===== config.mk =====
export PLATFORM = sky130hd
export DESIGN_NAME = trakball_emu
export DESIGN_NICKNAME = d
export VERILOG_FILES = /design/src/rtl/trakball_emu.sv
export SDC_FILE = /design/constraint.sdc
export NUM_CORES = 1
export LEC_CHECK = 0
export ABC_CLOCK_PERIOD_IN_PS = 6240
export CORE_MARGIN = 8
export CORE_UTILIZATION = 35
export CTS_BUF_LIST = sky130_fd_sc_hd__clkbuf_2
export CTS_CLUSTER_DIAMETER = 120
export DETAILED_ROUTE_END_ITERATION = 12
export PLACE_DENSITY_LB_ADDON = 0.3
export SLEW_MARGIN = 30
export SYNTH_ARGS = -nofsm -noshare
export SYNTH_HDL_FRONTEND = slang
export SYNTH_HIERARCHICAL = 1
export SYNTH_SLANG_ARGS = --single-unit

===== constraint.sdc =====
create_clock -name clk_12mhz -period 6.24 [get_ports clk_12mhz]
set_input_delay 1.248 -clock clk_12mhz [delete_from_list [all_inputs] [get_ports clk_12mhz]]
set_output_delay 1.248 -clock clk_12mhz [all_outputs]
set_load 0.005 [all_outputs]

===== src/rtl/trakball_emu.sv =====
// trakball_emu: turns digital directions and the analog stick into Centipede trackball
// clock/direction pulses, one ramped phase-accumulator channel per axis.
module trakball_axis #(
    parameter int RAMP_TICKS = 200,
    parameter int MIN_SPEED  = 8,
    parameter int MAX_SPEED  = 64,
    parameter int DEADZONE   = 16
) (
    input  logic       clk_i,
    input  logic       rst_ni,
    input  logic       tick_i,
    input  logic       pos_i,
    input  logic       neg_i,
    input  logic [7:0] ana_i,
    output logic       dir_o,
    output logic       clk_o,
    output logic [7:0] speed_o
);
    typedef enum logic [1:0] {IDLE, DIG, ANA} state_e;
    localparam int RW = $clog2(RAMP_TICKS + 1);
    localparam logic [8:0] MAX = 9'(MAX_SPEED);
    localparam logic [8:0] DZ = 9'(DEADZONE);
    localparam logic [7:0] MIN8 = 8'(MIN_SPEED);
    state_e state_q, state_d, req;
    logic [7:0] acc_q, acc_d, speed_q, speed_d, ana_spd, ramp_spd;
    logic [RW-1:0] ramp_q, ramp_d;
    logic dir_q, dir_d, clk_q, clk_d, sgn, wrap, dig;
    logic [8:0] mag, half, inc, sum;

    // 9-bit magnitude so that -128 maps to 128
    assign mag      = ana_i[7] ? 9'd0 - {1'b1, ana_i} : {1'b0, ana_i};
    assign half     = mag >> 1;
    assign inc      = {1'b0, speed_q} + 9'd1;
    assign ana_spd  = 8'(half > MAX ? MAX : half);
    assign ramp_spd = 8'(inc > MAX ? MAX : inc);
    assign wrap     = ramp_q == RW'(RAMP_TICKS - 1);
    assign dig      = pos_i ^ neg_i;
    assign sgn      = dig ? pos_i : !ana_i[7];
    assign req      = dig ? DIG : (!pos_i && !neg_i && mag > DZ) ? ANA : IDLE;

    always_comb begin
        state_d = state_q;
        acc_d   = acc_q;
        speed_d = speed_q;
        ramp_d  = ramp_q;
        dir_d   = dir_q;
        clk_d   = clk_q;
        sum     = '0;
        if (tick_i) begin
            state_d = req;
            if (req == IDLE) begin
                speed_d = '0;
                acc_d   = '0;
            end else if (state_q == IDLE || sgn != dir_q) begin
                // entry or reversal: move dir on a tick that cannot also toggle clk
                dir_d   = sgn;
                acc_d   = '0;
                ramp_d  = '0;
                speed_d = req == DIG ? MIN8 : ana_spd;
            end else begin
                ramp_d  = (state_q == DIG && !wrap) ? ramp_q + 1'b1 : '0;
                speed_d = req == ANA ? ana_spd : state_q == ANA ? MIN8 : wrap ? ramp_spd : speed_q;
                sum     = {1'b0, acc_q} + {1'b0, speed_d};
                acc_d   = sum[7:0];
                clk_d   = clk_q ^ sum[8];
            end
        end
    end

    always_ff @(posedge clk_i or negedge rst_ni) begin
        if (!rst_ni) begin
            state_q <= IDLE;
            acc_q   <= '0;
            speed_q <= '0;
            ramp_q  <= '0;
            dir_q   <= 1'b0;
            clk_q   <= 1'b0;
        end else begin
            state_q <= state_d;
            acc_q   <= acc_d;
            speed_q <= speed_d;
            ramp_q  <= ramp_d;
            dir_q   <= dir_d;
            clk_q   <= clk_d;
        end
    end

    assign dir_o   = dir_q;
    assign clk_o   = clk_q;
    assign speed_o = speed_q;
endmodule

module trakball_emu #(
    parameter int TICK_DIV   = 1200,
    parameter int RAMP_TICKS = 200,
    parameter int MIN_SPEED  = 8,
    parameter int MAX_SPEED  = 64,
    parameter int DEADZONE   = 16
) (
    input  logic       clk_12mhz,
    input  logic       reset_n,
    input  logic       up,
    input  logic       down,
    input  logic       left,
    input  logic       right,
    input  logic [7:0] analog_x,
    input  logic [7:0] analog_y,
    output logic [7:0] trakball_o,
    output logic [7:0] h_speed,
    output logic [7:0] v_speed
);
    localparam int PW = $clog2(TICK_DIV + 1);
    logic [PW-1:0] presc_q;
    logic tick, h_dir, h_clk, v_dir, v_clk;

    assign tick = presc_q == PW'(TICK_DIV - 1);

    always_ff @(posedge clk_12mhz or negedge reset_n) begin
        if (!reset_n) presc_q <= '0;
        else          presc_q <= tick ? '0 : presc_q + 1'b1;
    end

    trakball_axis #(
        .RAMP_TICKS(RAMP_TICKS), .MIN_SPEED(MIN_SPEED), .MAX_SPEED(MAX_SPEED), .DEADZONE(DEADZONE)
    ) u_h (
        .clk_i(clk_12mhz), .rst_ni(reset_n), .tick_i(tick), .pos_i(right), .neg_i(left),
        .ana_i(analog_x), .dir_o(h_dir), .clk_o(h_clk), .speed_o(h_speed)
    );

    trakball_axis #(
        .RAMP_TICKS(RAMP_TICKS), .MIN_SPEED(MIN_SPEED), .MAX_SPEED(MAX_SPEED), .DEADZONE(DEADZONE)
    ) u_v (
        .clk_i(clk_12mhz), .rst_ni(reset_n), .tick_i(tick), .pos_i(down), .neg_i(up),
        .ana_i(analog_y), .dir_o(v_dir), .clk_o(v_clk), .speed_o(v_speed)
    );

    assign trakball_o = {4'b0, v_dir, v_clk, h_dir, h_clk};
endmodule

==> summary.txt <==
run status = completed
cts bufs inserted = 9
Starting Density = 35.8%
clk root buf = clkbuf_2
dpl cells = 795
share of cells above drive strength 1 = 8.45%
PD cells = 153 nW/µm²
yosys warns = 6
Critical Path Fanout Max = 11
Synth top area share = 32.1%
Reg2Reg Depth = 15
synth top area cells = dfrtp_1, ha_1, nand2_1
final instance area = 5920 µm²
RR Endpoint = u_v/acc_q[7]
fill count = 1,433
Setup violations, final = 0
core area = 14,600 µm²
# rows = 44
hold crit path type = reg -> reg
DIE AREA = 19,100 µm²
# DRC = 0
post-DR wirelength/cell = 15.6 µm
CTS H-Tree Depth = 3
total track usage = 13.1%
CP Capture Type = register
dominant synthesized flop cell = dfrtp_1
DR pass1 iterations = 5
CP Cell Sequence = clkdlybuf4s50_1 -> inv_1 -> ha_1 -> xor2_1 -> a31oi_1 -> o311a_4 -> o21bai_2 -> a21boi_4 -> a21o_1 -> ha_1 -> inv_1 -> fa_1 -> nor2b_1 -> o21ai_0 -> a21oi_1 -> o21ai_0 -> nor2b_1 -> xnor2_1 -> a22o_1
hold path startpoint = presc_q[0]
synthesis-stage register bit count = 67
vias in the first global route = 4,580
PostCTS Resize Cnt = 0
Reg clk slew, reported paths = 0.21 ns
final WL = 12,700 µm
CTS Sinks = 67
top-count cell post-synth = dfrtp_1
Hold Crit Endpoint = presc_q[0]
synthesized area = 5230 µm²
Vias = 4,586
Setup WS pre-CTS = 0.764 ns
Worst IR Drop VDD = 0.0703 mV
Final HPWL DP = 9150 µm
Worst R2R Setup Slack = 2.14 ns
relative slew slack = 44.6%
largest area contributor in the netlist = dfrtp_1
largest net degree at the start of global routing = 68
Leakage = 2.56 nW
RSZ-0062 raised after global routing = false
Post-DP Area = 5770 µm²
Max Clock Skew = 0.0398 ns
startpoint types = input port
register area share after synthesis = 32.1%
cts hold-fix bufs = 0
clock buffer depth = 2
worst slew pin tran = 0.828 ns
setup TNS = 0 ns
y dimension of the die = 138 µm
reg-to-reg startpoint = u_v/speed_o[0]
cell count after synthesis = 589
# nets final = 673
CP max-delay cell = clkdlybuf4s50_1
final hold vios = 0
max cap viols = 0
post-route setup slack = 1.27 ns
critical path type = in -> reg
Data arrival, critical path = 5.40 ns
# IOs = 46
Post-CTS Setup Inserts = 0
worst skew pair latency = 0.51 ns
async set-reset flop share out of synthesis = 100%
first-pass GRT wire length = 21,700 µm
via/cell ratio = 5.65
Synth Area per Inst = 8.88 µm²
slowest stage delay, CP = 0.61 ns
Final ANT Viol Nets = 0
crit share post-route = 79.7%
critical path required time = 6.66 ns
TritonCTS clock tree = yes
Max Slew Vio Count = 0
Synth top cells by count = dfrtp_1, nand2_1, nor2_1
hold-critical path depth = 1
# port buffers = 41
Post-synth EDFFs = 0
synth-to-layout area growth = 13.1%
non-filler instance count after layout = 812
grt ovf = 0
Period minus WS final = 4.97 ns
placer congestion estimate = 0.849
fmax = 201 MHz
Initial DRC Count = 383
number of distinct library cells after synthesis = 85
antenna violations before repair = 1
Die W = 138 µm
## layout by cell type (no fill, tap or decap), types with 8 or more instances in the layout
cell,instances
xor2_1,15
o21ai_1,19
nand2_1,45
nor2_1,32
and3_1,12
clkbuf_2,9
xnor2_1,16
nor2b_1,15
inv_1,31
clkdlybuf4s50_1,40
a21oi_1,23
nand2b_1,15
o31ai_1,8
a21o_1,15
o21ai_0,29
ha_1,27
dfrtp_1,67
nor3_1,19
a22o_1,14
nand3_1,26
## critical path: cells and delay by family
family                   cells  cell delay (ns)
buffers and inverters        3             0.75
adder cells (fa/ha/maj)      3             0.81
AND/OR/NAND/NOR              2             0.28
AO/OA/AOI/OAI                9             2.03
XOR/XNOR                     2             0.26
## routing by layer
layer | global-route usage [%] | part of all wire (%) | routed length [µm]
met1 | 16.8 | 48 | 6070
met2 | 21.4 | 46 | 5900
met3 | 2.29 | 4.2 | 537
met4 | 4.75 | 1.5 | 193
met5 | 0 | 0 | 0
## area by class of cell
class,instances,area [µm²],area share [%]
inverter,33,124,2.09
tap,184,230,3.89
clock inverter,7,91.3,1.54
timing repair buffer,46,447,7.55
multi-input combinational,465,3300,55.8
sequential,67,1680,28.3
antenna,1,2.50,0.0423
clock buffer,9,45.0,0.761
## per-stage QoR
step           util, %  power (mW)  hold WS [ns]
2_1_floorplan        -       0.555         0.433
3_3_place_gp      39.6       0.611         0.445
3_5_place_dp      39.6       0.614         0.455
4_1_cts           40.5       0.920         0.479
5_1_grt           40.5       0.953         0.508
6_report          40.5       0.906         0.477
## registers in the layout (all words and copies together), names as in the netlist
register,count
u_v/acc_q,8
u_h/clk_o,1
u_v/state_q,2
u_h/acc_q,8
u_v/dir_o,1
u_h/state_q,2
u_v/speed_o,8
u_v/clk_o,1
u_h/ramp_q,8
presc_q,11
u_h/dir_o,1
u_v/ramp_q,8
u_h/speed_o,8
## worst max-delay path by stage
stage	start	to	slack, ns	cells past startpoint
2_1_floorplan	analog_y[0]	u_v/acc_q[7]	1.76	16
3_3_place_gp	analog_x[0]	u_h/acc_q[6]	0.89	19
3_5_place_dp	analog_x[0]	u_h/acc_q[6]	0.76	19
4_1_cts	analog_x[0]	u_h/acc_q[6]	1.34	19
5_1_grt	analog_x[0]	u_h/clk_o	0.97	19
6_report	analog_x[0]	u_h/acc_q[6]	1.27	19
## where the power goes
part / total [mW] / switching [mW] / internal (mW)
logic: 0.154 / 0.0841 / 0.0695
registers: 0.454 / 0.0126 / 0.441
clock network: 0.299 / 0.166 / 0.132
total: 0.906 / 0.263 / 0.643
## cells by family after synthesis
group	after synthesis	synth area share, %
simple gates	215	23.0
xor+xnor	31	5.19
flops	67	32.1
mux	7	1.39
compound gates	179	25.8
fa+ha+maj	29	7.23
buf+inv	60	5.22
other cells	1	0.0717
Note: power is estimated with default switching activity, not from simulation.
